<file path="src/rtl/uart_tx_cfg.sv">
// Configurable UART transmitter with a small transmit FIFO in front of the serial framer.
// Frame: start bit, DATA_BITS data bits LSB first, optional parity bit, then STOP_BITS stop bits.
module uart_tx_cfg #(
    parameter int CLK_FREQ   = 50000000,
    parameter int BAUD_RATE  = 9600,
    parameter int DATA_BITS  = 8,
    parameter int PARITY     = 0,
    parameter int STOP_BITS  = 1,
    parameter int FIFO_DEPTH = 4
) (
    input  logic                          clk,
    input  logic                          rst,
    input  logic                          in_valid,
    input  logic [DATA_BITS-1:0]          in_data,
    output logic                          in_ready,
    output logic                          tx_out,
    output logic                          busy,
    output logic [$clog2(FIFO_DEPTH):0]   fifo_count
);

    localparam int DIV      = CLK_FREQ / BAUD_RATE;
    localparam int PTR_W    = $clog2(FIFO_DEPTH);
    localparam int CNT_W    = PTR_W + 1;
    localparam int STOP_LEN = STOP_BITS * DIV;
    localparam int BAUD_W   = (STOP_LEN > 1) ? $clog2(STOP_LEN) : 1;
    localparam int IDX_W    = $clog2(DATA_BITS);

    typedef enum logic [2:0] {
        IDLE  = 3'd0,
        START = 3'd1,
        DATA  = 3'd2,
        PAR   = 3'd3,
        STOP  = 3'd4
    } state_t;

    // Even parity is the XOR of the data bits; odd parity is its inverse.
    function automatic logic calc_parity(input logic [DATA_BITS-1:0] word);
        logic even_p;
        even_p = ^word;
        if (PARITY == 32'sd2) begin
            calc_parity = ~even_p;
        end else begin
            calc_parity = even_p;
        end
    endfunction

    logic [DATA_BITS-1:0] mem_r [FIFO_DEPTH];
    logic [PTR_W-1:0]     wr_ptr_r;
    logic [PTR_W-1:0]     rd_ptr_r;
    logic [CNT_W-1:0]     count_r;
    logic [CNT_W-1:0]     count_nxt_s;
    logic                 ready_r;

    state_t               state_r;
    logic [BAUD_W-1:0]    baud_r;
    logic [IDX_W-1:0]     bit_idx_r;
    logic [DATA_BITS-1:0] shift_r;
    logic                 par_bit_r;
    logic                 tx_r;
    logic                 busy_r;

    logic                 push_s;
    logic                 pop_s;
    logic                 has_word_s;
    logic                 bit_end_s;
    logic                 stop_end_s;
    logic [DATA_BITS-1:0] head_s;

    assign push_s     = in_valid && ready_r;
    assign has_word_s = (count_r != {CNT_W{1'b0}});
    assign bit_end_s  = (baud_r == BAUD_W'(DIV - 1));
    assign stop_end_s = (baud_r == BAUD_W'(STOP_LEN - 1));
    assign head_s     = mem_r[rd_ptr_r];

    // The framer pops the head word when leaving IDLE or when a stop period ends with data waiting.
    always_comb begin
        pop_s = 1'b0;
        case (state_r)
            IDLE:    pop_s = has_word_s;
            STOP:    pop_s = stop_end_s && has_word_s;
            default: pop_s = 1'b0;
        endcase
    end

    // Occupancy after this edge; a simultaneous push and pop cancel out.
    always_comb begin
        count_nxt_s = count_r;
        if (push_s && !pop_s) begin
            count_nxt_s = count_r + CNT_W'(1);
        end else if (pop_s && !push_s) begin
            count_nxt_s = count_r - CNT_W'(1);
        end else begin
            count_nxt_s = count_r;
        end
    end

    // FIFO pointers, occupancy and the registered ready flag.
    always_ff @(posedge clk or posedge rst) begin
        if (rst) begin
            wr_ptr_r <= {PTR_W{1'b0}};
            rd_ptr_r <= {PTR_W{1'b0}};
            count_r  <= {CNT_W{1'b0}};
            ready_r  <= 1'b1;
        end else begin
            if (push_s) begin
                wr_ptr_r <= wr_ptr_r + PTR_W'(1);
            end
            if (pop_s) begin
                rd_ptr_r <= rd_ptr_r + PTR_W'(1);
            end
            count_r <= count_nxt_s;
            ready_r <= (count_nxt_s != CNT_W'(FIFO_DEPTH));
        end
    end

    // FIFO storage; contents are meaningless once the pointers are reset.
    always_ff @(posedge clk) begin
        if (push_s) begin
            mem_r[wr_ptr_r] <= in_data;
        end
    end

    // Frame sequencer: one baud counter reused for every bit, restarted at each state change.
    always_ff @(posedge clk or posedge rst) begin
        if (rst) begin
            state_r   <= IDLE;
            baud_r    <= {BAUD_W{1'b0}};
            bit_idx_r <= {IDX_W{1'b0}};
            shift_r   <= {DATA_BITS{1'b0}};
            par_bit_r <= 1'b0;
            tx_r      <= 1'b1;
            busy_r    <= 1'b0;
        end else begin
            case (state_r)
                IDLE: begin
                    baud_r <= {BAUD_W{1'b0}};
                    if (has_word_s) begin
                        shift_r   <= head_s;
                        par_bit_r <= calc_parity(head_s);
                        state_r   <= START;
                        tx_r      <= 1'b0;
                        busy_r    <= 1'b1;
                    end else begin
                        tx_r   <= 1'b1;
                        busy_r <= 1'b0;
                    end
                end
                START: begin
                    if (bit_end_s) begin
                        baud_r    <= {BAUD_W{1'b0}};
                        bit_idx_r <= {IDX_W{1'b0}};
                        tx_r      <= shift_r[0];
                        state_r   <= DATA;
                    end else begin
                        baud_r <= baud_r + BAUD_W'(1);
                    end
                end
                DATA: begin
                    if (bit_end_s) begin
                        baud_r <= {BAUD_W{1'b0}};
                        if (bit_idx_r == IDX_W'(DATA_BITS - 1)) begin
                            if (PARITY != 32'sd0) begin
                                tx_r    <= par_bit_r;
                                state_r <= PAR;
                            end else begin
                                tx_r    <= 1'b1;
                                state_r <= STOP;
                            end
                        end else begin
                            bit_idx_r <= bit_idx_r + IDX_W'(1);
                            shift_r   <= {1'b0, shift_r[DATA_BITS-1:1]};
                            tx_r      <= shift_r[1];
                        end
                    end else begin
                        baud_r <= baud_r + BAUD_W'(1);
                    end
                end
                PAR: begin
                    if (bit_end_s) begin
                        baud_r  <= {BAUD_W{1'b0}};
                        tx_r    <= 1'b1;
                        state_r <= STOP;
                    end else begin
                        baud_r <= baud_r + BAUD_W'(1);
                    end
                end
                STOP: begin
                    if (stop_end_s) begin
                        baud_r <= {BAUD_W{1'b0}};
                        if (has_word_s) begin
                            // Back-to-back frame: no idle bit between stop and the next start.
                            shift_r   <= head_s;
                            par_bit_r <= calc_parity(head_s);
                            state_r   <= START;
                            tx_r      <= 1'b0;
                        end else begin
                            state_r <= IDLE;
                            tx_r    <= 1'b1;
                            busy_r  <= 1'b0;
                        end
                    end else begin
                        baud_r <= baud_r + BAUD_W'(1);
                    end
                end
                default: begin
                    state_r <= IDLE;
                    baud_r  <= {BAUD_W{1'b0}};
                    tx_r    <= 1'b1;
                    busy_r  <= 1'b0;
                end
            endcase
        end
    end

    assign in_ready   = ready_r;
    assign tx_out     = tx_r;
    assign busy       = busy_r;
    assign fifo_count = count_r;

endmodule

</file>
<file path="config.mk">
export PLATFORM = sky130hd
export DESIGN_NAME = uart_tx_cfg
export DESIGN_NICKNAME = d
export VERILOG_FILES = /design/src/rtl/uart_tx_cfg.sv
export SDC_FILE = /design/constraint.sdc
export NUM_CORES = 1
export LEC_CHECK = 0
export BUFFER_PORTS_ARGS = -buffer_cell sky130_fd_sc_hd__buf_2
export CORE_ASPECT_RATIO = 0.6
export CORE_MARGIN = 3
export CORE_UTILIZATION = 35
export DETAILED_ROUTE_END_ITERATION = 16
export HOLD_SLACK_MARGIN = 0.03
export SLEW_MARGIN = 20
export SYNTH_ARGS = -nofsm -noshare
export SYNTH_HDL_FRONTEND = slang
export SYNTH_SLANG_ARGS = --single-unit
</file>
<file path="constraint.sdc">
create_clock -name clk -period 1.95 [get_ports clk]
set_clock_uncertainty 0.05 [all_clocks]
set_input_delay 0.195 -clock clk [delete_from_list [all_inputs] [get_ports clk]]
set_output_delay 0.195 -clock clk [all_outputs]
set_load 0.005 [all_outputs]
</file>
---- Word level (Yosys, flattened, before mapping) ----
Memory sizes are Yosys's and may differ from the RTL's.
Index checks and enable logic that the tools add are counted.
storage, ports and cells
  input bits .............................. 11
  memories kept ........................... 1
  output and inout bits ................... 6
  flip-flop bits (word level) ............. 37
  logic and storage cells ................. 85
  RAM bits ................................ 32
memory list
  memory  depth  bits a word  read ports  clocked after Yosys merged registers in  wr ports  line  source
  mem_r   4      8            1           0                                        1         47    logic [DATA_BITS-1:0] mem_r [FIFO_DEPTH];
cells by class
  muxes and demuxes ....................... 35
  bitwise operators ....................... 1
  reduce and logical (&&, ||, !) cells .... 17
  $add $sub $neg .......................... 6
  eq/ne operators ......................... 15
operator list
  kind                   number
  $mux 3                 11
  $mux 8                 4
  $mux 13                2
  $pmux 8 s3             1
  $ne 2x2->1 const B     8
  $pmux 3 s5             1
  $add 13x1->13 const B  1
  $eq 13x13->1 const B   1
  $mux 1                 12
  $reduce_and 4->1       3
  $add 3x1->3 const B    2
  $eq 3x2->1 const B     2
  $eq 3x3->1 const B     2
  $pmux 3 s2             1
  $reduce_and 6->1       1
  $reduce_bool 3->1      2
  $pmux 1 s5             1
  $add 2x1->2 const B    2
  $logic_and 1x1->1      4
  $reduce_or 4->1        1
  $eq 3x1->1 const B     1
  $logic_not 3->1        1
  $ne 3x3->1 const B     1
  $pmux 1 s3             1
  other kinds (7)        8

---- Depth between registers and ports, before layout ----
Gate-level depths: netlist of run 1.
  depth in word-level cells ............... 7
  depth in mapped cells ................... 8
  gate-level depth less buffers ........... 7

---- Worst setup path before layout of run 1 ----
Ideal clock, no wire load.
  kind .................................... reg2reg
  from .................................... register baud_r[0]
  to ...................................... register shift_r[0]
  path buffers ............................ 0
  cell stages (with the launch flop) ...... 7
  slack ................................... -158 ps
  required time ........................... 1775 ps
  library setup time ...................... 125 ps
  period minus slack after synthesis ...... 2108 ps
  arrival ................................. 1934 ps
  path through ............................ dfrtp_1 ha_1 and4bb_4 nand3_4 or3_4 a21oi_4 mux2_2
on the way
  cells in the longest elaborated chain, start to end .. 3
  elaborated cells between the ends (all ways) .. 4
  those cells by class .................... 3 x eq/ne; 1 x reduce/logical
ends and longest elaborated chain
  element                       line    source
  from (decl)                   55      logic [BAUD_W-1:0] baud_r;
  from (signal assigned)        127     baud_r <= {BAUD_W{1'b0}};
  from (signal assigned)        136     baud_r <= {BAUD_W{1'b0}};
  from (signal assigned)        150     baud_r <= {BAUD_W{1'b0}};
  $eq 13x13->1 *                71, 72
  $ne 2x2->1 (no line)          --
  $reduce_and 4->1 (no line) *  --
  to (signal assigned)          129     shift_r <= {DATA_BITS{1'b0}};
  to (signal assigned)          138     shift_r <= head_s;
  to (signal assigned)          171     shift_r <= {1'b0, shift_r[DATA_BITS-1:1]};
  to (decl)                     57      logic [DATA_BITS-1:0] shift_r;
Mark *: on every way between the ends. The rest lies on a longest branch, timed or not.
A chain may end at the register's enable or synchronous reset.

---- Worst setup path after layout of run 1 ----
  from .................................... register baud_r[0]
  to ...................................... register shift_r[7]
Same word-level chain as after synthesis.

==> summary.md, run 1 <==
| Metric | Value |
|---|---|
| Die Wd | 129 µm |
| Power Dens Cells | roughly 970 nW/µm² |
| Syn avg cell area | ~14 µm² |
| Dpl ws | -0.153 ns |
| Full die area | 10300 µm² |
| CTS tree | done |
| Worst setup SP type | flip-flop |
| Syn_nets | 255 |
| Top Family by Delay on Critical Path | simple AND/OR/NAND/NOR gates |
| Crit-path cells | ha_2, and4bb_4, nand3_4, or3_4, a21oi_4, buf_12, mux2_4 |
| Via Count | 1987 |
| Fin. max-slew vios | 0 |
| PortBufs | 16 |
| Vias per cell | 4.87 |
| Post-synth top area share | 0.304 |
| Initial detailed-routing violation count | between 90 and 100 |
| Vias in the first global route | approximately 2000 |
| ANT cells | 0 |
| Antenna-violating nets left | 0 |
| Unrepaired setup endpoints after global routing | true |
| Failing checks | negative setup slack |
| Crit-path slowest cell | or3_4 |
| Post-synth top flop | dfrtp_1 |
| P&R area growth vs syn | 27.4% |
| FILL cells | 787 |
| Gpl congestion | 0.803 |
| Outcome | finished, violations left |
| Count of final setup violators | 8 |
| Slew @ Worst Pin | about 0.48 ns |
| Period utilization | 1.05 |
| Final period demand of the worst path | 2.05 ns |
| Maximum buffer depth of the clock tree | 2 |
| Mapped cell area | roughly 3200 µm² |
| Final setup margin | -0.100 ns |
| Post-layout nets | 312 |
| Worst-path fanout max | 8 |
| Seq/Total Area, Yosys | 0.597 |
| DR WL/cell | between 15 and 20 µm |
| Max_slew headroom | 0.679 |
| Detailed placement HPWL | about 4.2 mm |
| CP max stage delay | roughly 0.4 ns |
| Synth Warn # | 0 |
| Leak | between 1.5 and 2 nW |
| Layout cell share with drive strength beyond 1 | 0.355 |
| Global route total overflow | 0 |
| Pin count of the biggest net entering global routing | 38 |
| Post-Route WL | 6.23 mm |
| Commonest non-fill, non-tap cell in the layout | dfrtp_1 |
| Yosys cell types | 39 |
| Fmax | between 400 and 500 MHz |
| Setup TNS | -0.770 ns |
| Fin. Hold Viols | 0 |
| TritonCTS buffer count | 9 |
| Row count | 26 |
| Most frequent cells in the layout | dfrtp_1, edfxtp_1, buf_4 |
| Clock transition at path regs | roughly 0.050 ns |
| CP Capture Type | flip-flop |
| Clock Latency Late Sink | 0.32 ns |
| Max H-tree Level | 3 |
| Worst Path Required | ~2.1 ns |
| Max cap viols | 0 |
| # clock sinks | 69 |
| Synth async-reset ratio | 0.536 |
| Worst Hold Class | in -> reg |
| CP Class | reg -> reg |
| Pre-antenna DRT Iters | 4 |
| CTS root buf | clkbuf_16 |
| Seq cells post-synth | between 60 and 70 |
| Initial Utilization | 0.366 |
| Core ar. | 8650 µm² |
| Initial antenna violation count | 0 |
| Max rail drop VDD | between 600 and 700 µV |
| Synth Instances | between 200 and 250 |
| Top cell type by total area after synthesis | edfxtp_1 |
| DR DRC count | 0 |
| WHS | roughly 0.045 ns |
| Die height | ~80 µm |
| IO Pins | 17 |
| Worst path bufs/invs | 1 |
| First-pass GRT wire length | about 11 mm |
| Number of flops mapped to enable cells by yosys | 32 |
| Top cells by area, synth | edfxtp_1, dfrtp_1, mux4_2, mux2_2, ha_1 |
| Crit path DAT | ~2.2 ns |
| All-Layer GR Usage | 0.135 |
==> kinds of logic after synthesis <==
group | count (synthesis) | synth area share
buf+inv | 14 | 0.0178
fa+ha+maj | 10 | 0.0395
simple gates | 73 | 0.126
mux | 24 | 0.114
compound gates | 26 | 0.0565
xor+xnor | 18 | 0.0498
flops | 69 | 0.597
==> through the flow <==
stage	util	cell area, µm²	total power, mW	cells
3_3_place_gp	0.414	3580	2.44	383
5_1_grt	0.466	4030	4.12	408
2_1_floorplan	-	3170	2.22	234
3_5_place_dp	0.414	3580	2.46	383
4_1_cts	0.455	3940	3.92	406
6_report	0.466	4030	3.91	408
==> routing by layer <==
layer / GRT usage / wire length [µm] / vias to the layer above
met2: 0.188 / 2680 / 32
met4: 0.0535 / 119 / 0
met3: 0.0414 / 217 / 14
li1: - / - / 967
met5: 0 / 0 / -
met1: 0.196 / 3210 / 974
==> registers in the layout (all words and copies together) (netlist names) <==
| register | count |
|---|---|
| state_r | 3 |
| wr_ptr_r | 2 |
| bit_idx_r | 3 |
| rd_ptr_r | 2 |
| baud_r | 13 |
| in_ready | 1 |
| shift_r | 8 |
| busy | 1 |
| mem_r | 32 |
| fifo_count | 3 |
| tx_out | 1 |
==> synthesized netlist by cell type, types with 3 or more instances <==
| master | instances |
|---|---|
| clkbuf_1 | 4 |
| and3_1 | 9 |
| xnor2_1 | 10 |
| ha_1 | 10 |
| xor2_1 | 8 |
| dfrtp_1 | 35 |
| a21oi_1 | 8 |
| inv_1 | 7 |
| or3_1 | 3 |
| nor2_1 | 21 |
| mux4_2 | 8 |
| nand2_1 | 14 |
| o21ai_0 | 5 |
| nand3_1 | 8 |
| buf_2 | 3 |
| edfxtp_1 | 32 |
| mux2_2 | 15 |
==> cell type report <==
type / count / area [µm²] / area share
tap: 112 / 140 / 0.0348
multi-input combinational: 151 / 1320 / 0.326
clock inverter: 3 / 12.5 / 0.00310
sequential: 69 / 1890 / 0.469
clock buffer: 13 / 250 / 0.0621
timing repair buffer: 53 / 398 / 0.0987
inverter: 7 / 26.3 / 0.00652
==> power breakdown <==
group | switching, mW | internal, mW
clock network | 0.543 | 0.884
logic | 0.365 | 0.304
registers | 0.0814 | 1.73
==> worst register-to-register path, delay by kind of cell (launching register included) <==
kind / cells / cell delay (ns)
buf+inv: 1 / 0.15
mux: 1 / 0.30
simple gates: 3 / 0.73
flops: 1 / 0.35
fa+ha+maj: 1 / 0.19
compound gates: 1 / 0.15
==> worst paths after layout <==
check                      cells past startpoint       endpoint        from  slack [ns]
max                                            7     shift_r[7]   baud_r[0]       -0.10
min                                            1    mem_r[0][2]  in_data[2]        0.05
max reg2reg                                    7     shift_r[7]   baud_r[0]       -0.10
min reg2reg                                    1     shift_r[5]  shift_r[5]        0.46
max in group asynchronous                      4         tx_out         rst        1.03
min in group asynchronous                      4  fifo_count[1]         rst        0.47
==> what timing repair did <==
item | 4_1_cts | 5_1_grt
gates resized for setup | 5 | 17
hold endpoints to repair | 41 | 0
hold buffers | 3 | 0
endpoints found under the setup margin | 8 | 17
pin swaps | 1 | 4
buffers inserted | 4 | 2
Power figures use the tool's default switching activity.
==> inputs of run 2 (changes only) <==
==> constraint.sdc (replaced) <==
create_clock -name clk -period 1.95 [get_ports clk]
set_clock_uncertainty 0.05 [all_clocks]
set_input_delay 0 -clock clk [delete_from_list [all_inputs] [get_ports clk]]
set_output_delay 0 -clock clk [all_outputs]
set_load 0.005 [all_outputs]
==> summary.md, run 2 (synthesis gave the netlist of run 1 again) <==
| Metric | Value |
|---|---|
| Via Count | between 2000 and 2500 |
| # clock sinks | a little under 70 |
| Switching share of power | 0.253 |
| Vias per cell | between 4 and 5 |
| Largest registers | mem_r: 32 flops, baud_r: 13 flops, shift_r: 8 flops |
| Max_slew headroom | 0.674 |
| Fin. max-slew vios | 0 |
| Row count | 26 |
| Most flop-heavy register | mem_r |
| Fin. Hold Viols | 0 |
| DR DRC count | 0 |
| Slew @ Worst Pin | a little under 0.5 ns |
| Worst Hold Class | in -> reg |
| Initial Utilization | 0.366 |
| PortBufs | 16 |
| P&R area growth vs syn | 29.2% |
| Layout cell share with drive strength beyond 1 | 0.348 |
| Leak | 1.69 nW |
| IO Pins | 17 |
| Unrepaired setup endpoints after global routing | true |
| CP Class | reg -> reg |
| TritonCTS buffer count | 9 |
| Max cap viols | 0 |
| Switch Pwr | approximately 0.99 mW |
| Final period demand of the worst path | between 2 and 2.5 ns |
| Power Internal | 2.93 mW |
| Core ar. | slightly below 9000 µm² |
| All-Layer GR Usage | 0.137 |
| Post-layout nets | 318 |
| Part of the power in registers | 0.463 |
| CTS tree | done |
| Global route total overflow | 0 |
| Worst setup SP type | flip-flop |
| Pin count of the biggest net entering global routing | 38 |
| Post-Route WL | 6.35 mm |
| Power Dens Cells | 958 nW/µm² |
| Pwr Total | approximately 4 mW |
| Period utilization | 1.05 |
| Worst Path Required | between 2 and 2.5 ns |
| Clock network power share | 0.364 |
| ANT cells | 0 |
| Initial antenna violation count | 0 |
| Max rail drop VDD | 696 µV |
| Maximum buffer depth of the clock tree | 2 |
| Max reg flops | 32 |
| Count of final setup violators | 8 |
| Most frequent cells in the layout | dfrtp_1, edfxtp_1, buf_4 |
| Full die area | a little over 10000 µm² |
| WHS | between 0.2 and 0.25 ns |
| Clock transition at path regs | about 0.050 ns |
| Die Wd | about 130 µm |
| Max H-tree Level | 3 |
| Antenna-violating nets left | 0 |
| Clock Latency Late Sink | approximately 0.32 ns |
| Fmax | just under 500 MHz |
| First-pass GRT wire length | 10.7 mm |
| Commonest non-fill, non-tap cell in the layout | dfrtp_1 |
| Combinational share of power | 0.173 |
| Pre-antenna DRT Iters | 4 |
| Initial detailed-routing violation count | 102 |
| Failing checks | negative setup slack |
| CP Capture Type | flip-flop |
| Detailed placement HPWL | around 4.2 mm |
| Gpl congestion | between 0.8 and 0.9 |
| Finished Layout Cells | between 400 and 500 |
| DR WL/cell | around 15 µm |
| Worst-path fanout max | 8 |
| Setup TNS | -0.772 ns |
| Final setup margin | -0.102 ns |
| Placed insts | around 380 |
| Die height | 79.7 µm |
| Outcome | finished, violations left |
| Vias in the first global route | 2042 |
| CTS root buf | clkbuf_16 |
| Crit path DAT | around 2.2 ns |
==> run 2: path summary, 6_finish.rpt <==
kind | cells after the start | end | slack (ns) | startpoint
max | 7 | shift_r[6] | -0.10 | baud_r[0]
min | 5 | in_ready | 0.21 | in_valid
max reg2reg | 7 | shift_r[6] | -0.10 | baud_r[0]
min reg2reg | 1 | shift_r[5] | 0.46 | shift_r[5]
max in group asynchronous | 4 | tx_out | 1.21 | rst
min in group asynchronous | 4 | fifo_count[1] | 0.27 | rst
==> run 2: worst max-delay path, stage by stage (launching register included) <==
cell and delay (ns):
dfrtp_1 0.35, ha_2 0.19, and4bb_4 0.26, nand3_4 0.07
or3_4 0.40, a21oi_4 0.15, buf_12 0.15, mux2_4 0.30
==> run 2: cell type report <==
type / count / area (µm²)
timing repair buffer: 59 / 458
sequential: 69 / 1890
multi-input combinational: 151 / 1320
clock inverter: 3 / 12.5
tap: 112 / 140
inverter: 7 / 26.3
fill: 781 / 4560
clock buffer: 13 / 250
==> run 2: power groups by stage <==
stage               sequential, mW  combinational, mW  clock [mW]
floorplan                     1.83              0.390           0
CTS                           1.81              0.654        1.46
global placement              1.83              0.609           0
global route                  1.83              0.768        1.53
detailed placement            1.84              0.626           0
finish                        1.81              0.679        1.43
==> run 2: what timing repair did <==
item                       CTS  global route
pin swaps                    1             4
hold buffers                 9             0
resized for setup            5            17
setup buffers                4             2
hold endpoints to repair    67             0
setup endpoints to repair    8            17
==> run 2: through the flow <==
stage | instance area (µm²) | util | setup slack [ns]
after global routing | 4090 | 0.473 | -0.160
after detailed placement | 3580 | 0.414 | -0.153
after floorplan | 3170 | - | -0.123
after CTS | 4000 | 0.462 | -0.107
final | 4090 | 0.473 | -0.102
after global placement | 3580 | 0.414 | -0.0906
==> run 2: per-layer routing <==
layer  vias up  global-route usage  wire length (µm)
met3        14              0.0414               187
met1      1000               0.198              3280
met2        29               0.193              2770
li1        978                   -                 -
met5         -                   0                 0
met4         0              0.0535               119
==> inputs of run 3 (changes only) <==
--- a/config.mk
+++ b/config.mk
@@ -9,6 +9,7 @@
 export CORE_ASPECT_RATIO = 0.6
 export CORE_MARGIN = 3
 export CORE_UTILIZATION = 35
+export CTS_BUF_LIST = sky130_fd_sc_hd__clkbuf_8 sky130_fd_sc_hd__clkbuf_16
 export DETAILED_ROUTE_END_ITERATION = 16
 export HOLD_SLACK_MARGIN = 0.03
 export SLEW_MARGIN = 20
==> summary.md, run 3 (synthesis gave the netlist of run 1 again) <==
| Metric | Value |
|---|---|
| Top Family by Delay on Critical Path | simple AND/OR/NAND/NOR gates |
| DP Area | approximately 3600 µm² |
| Count of final setup violators | 8 |
| Post-layout nets | around 320 |
| IO Pins | 17 |
| CP max stage delay | 0.40 ns |
| Fin. Hold Viols | 0 |
| Final period demand of the worst path | 2.05 ns |
| Outcome | finished, violations left |
| Pin count of the biggest net entering global routing | 38 |
| Gpl congestion | between 0.8 and 0.9 |
| First-pass GRT wire length | between 10 and 15 mm |
| CTS root buf | clkbuf_16 |
| Max cap viols | 0 |
| Finished Layout Cells | between 400 and 500 |
| Most frequent cells in the layout | dfrtp_1, edfxtp_1, buf_4 |
| Placed insts | roughly 380 |
| Global route total overflow | 0 |
| Detailed placement HPWL | 4.18 mm |
| P&R area growth vs syn | 29.2% |
| Crit-path cells | ha_2, and4bb_4, nand3_4, or3_4, a21oi_4, buf_12, mux2_4 |
| CP Capture Type | flip-flop |
| CP Class | reg -> reg |
| Fin. max-slew vios | 0 |
| Fmax | slightly below 500 MHz |
| All-Layer GR Usage | 0.137 |
| Maximum buffer depth of the clock tree | 2 |
| Vias per cell | just under 5 |
| Die Wd | approximately 130 µm |
| # clock sinks | between 60 and 70 |
| Full die area | around 10000 µm² |
| Core ar. | 8650 µm² |
| Initial detailed-routing violation count | about 110 |
| Vias in the first global route | roughly 2000 |
| Largest registers | mem_r: 32 flops, baud_r: 13 flops, shift_r: 8 flops |
| Pre-antenna DRT Iters | 4 |
| Via Count | between 2000 and 2500 |
| Die height | around 80 µm |
| Slew @ Worst Pin | 0.483 ns |
| DR DRC count | 0 |
| PortBufs | 16 |
| Max reg flops | 32 |
| Max_slew headroom | 0.678 |
| Antenna-violating nets left | 0 |
| ANT cells | 0 |
| Dpl ws | -0.153 ns |
| Worst path bufs/invs | 1 |
| Clock Latency Late Sink | roughly 0.32 ns |
| DR WL/cell | between 15 and 20 µm |
| Commonest non-fill, non-tap cell in the layout | dfrtp_1 |
| TritonCTS buffer count | 9 |
| Worst-path fanout max | 8 |
| Leak | 1.70 nW |
| WHS | 0.214 ns |
| Power Dens Cells | 954 nW/µm² |
| Max H-tree Level | 3 |
| Most flop-heavy register | mem_r |
| Clock transition at path regs | 0.05 ns |
| Worst Hold Class | in -> reg |
| Row count | 26 |
| Worst setup SP type | flip-flop |
| Max rail drop VDD | between 600 and 700 µV |
| Crit-path slowest cell | or3_4 |
| Crit path DAT | 2.21 ns |
| Final setup margin | -0.102 ns |
| Unrepaired setup endpoints after global routing | true |
| Worst Path Required | 2.10 ns |
| Layout cell share with drive strength beyond 1 | 0.348 |
| Initial Utilization | 0.366 |
| Initial antenna violation count | 0 |
| Failing checks | negative setup slack |
| Period utilization | 1.05 |
| Pwr Total | roughly 3.9 mW |
| Post-Route WL | ~6.3 mm |
| Fin area | roughly 4100 µm² |
| CTS tree | done |
## run 3: cell types whose count changed in the layout (fill, tap and decap cells not counted)
cell / previous run / this run
clkbuf_1: 3 / 0
inv_1: 7 / 10
## run 3: layout make-up
class,instances,area [µm²]
fill,781,4560
sequential,69,1890
multi-input combinational,151,1320
timing repair buffer,59,458
clock buffer,10,239
tap,112,140
inverter,7,26.3
clock inverter,6,23.8
## run 3: per-stage QoR
stage,TNS [ns],util
global placement,-0.700,0.414
finish,-0.774,0.473
detailed placement,-1.14,0.414
global route,-1.29,0.473
floorplan,-0.976,-
CTS,-0.803,0.462
## run 3: timing repair
item,4_1_cts,5_1_grt
endpoints found under the setup margin,8,17
hold buffers,9,0
cloned,0,0
gates resized for setup,5,17
pin swaps,1,4
endpoints found under the hold margin,67,0
buffers inserted,4,2
## run 3: report_power, final
part,total [mW],leakage [nW],internal (mW),switching (mW)
Combinational,0.679,0.809,0.312,0.367
Sequential,1.81,0.747,1.73,0.0815
Clock,1.41,0.141,0.868,0.545
## run 3: path summary, 6_finish.rpt
kind / end / from / slack, ns / cells after the start
max in group asynchronous: tx_out / rst / 1.22 / 4
worst max register to register: shift_r[6] / baud_r[0] / -0.10 / 7
worst max-delay path: shift_r[6] / baud_r[0] / -0.10 / 7
min in group asynchronous: fifo_count[1] / rst / 0.27 / 4
worst min register to register: shift_r[5] / shift_r[5] / 0.46 / 1
worst min-delay path: in_ready / in_valid / 0.21 / 5
## run 3: worst register-to-register path, stage by stage, from the launching register on
cell and delay (ns):
dfrtp_1 0.35, ha_2 0.19, and4bb_4 0.26, nand3_4 0.07, or3_4 0.40, a21oi_4 0.15
buf_12 0.15, mux2_4 0.30
## run 3: per-layer routing
metal,GRT usage,share of wire
met5,0,0
met4,0.0535,0.019
met3,0.0414,0.037
met2,0.193,0.44
met1,0.198,0.51
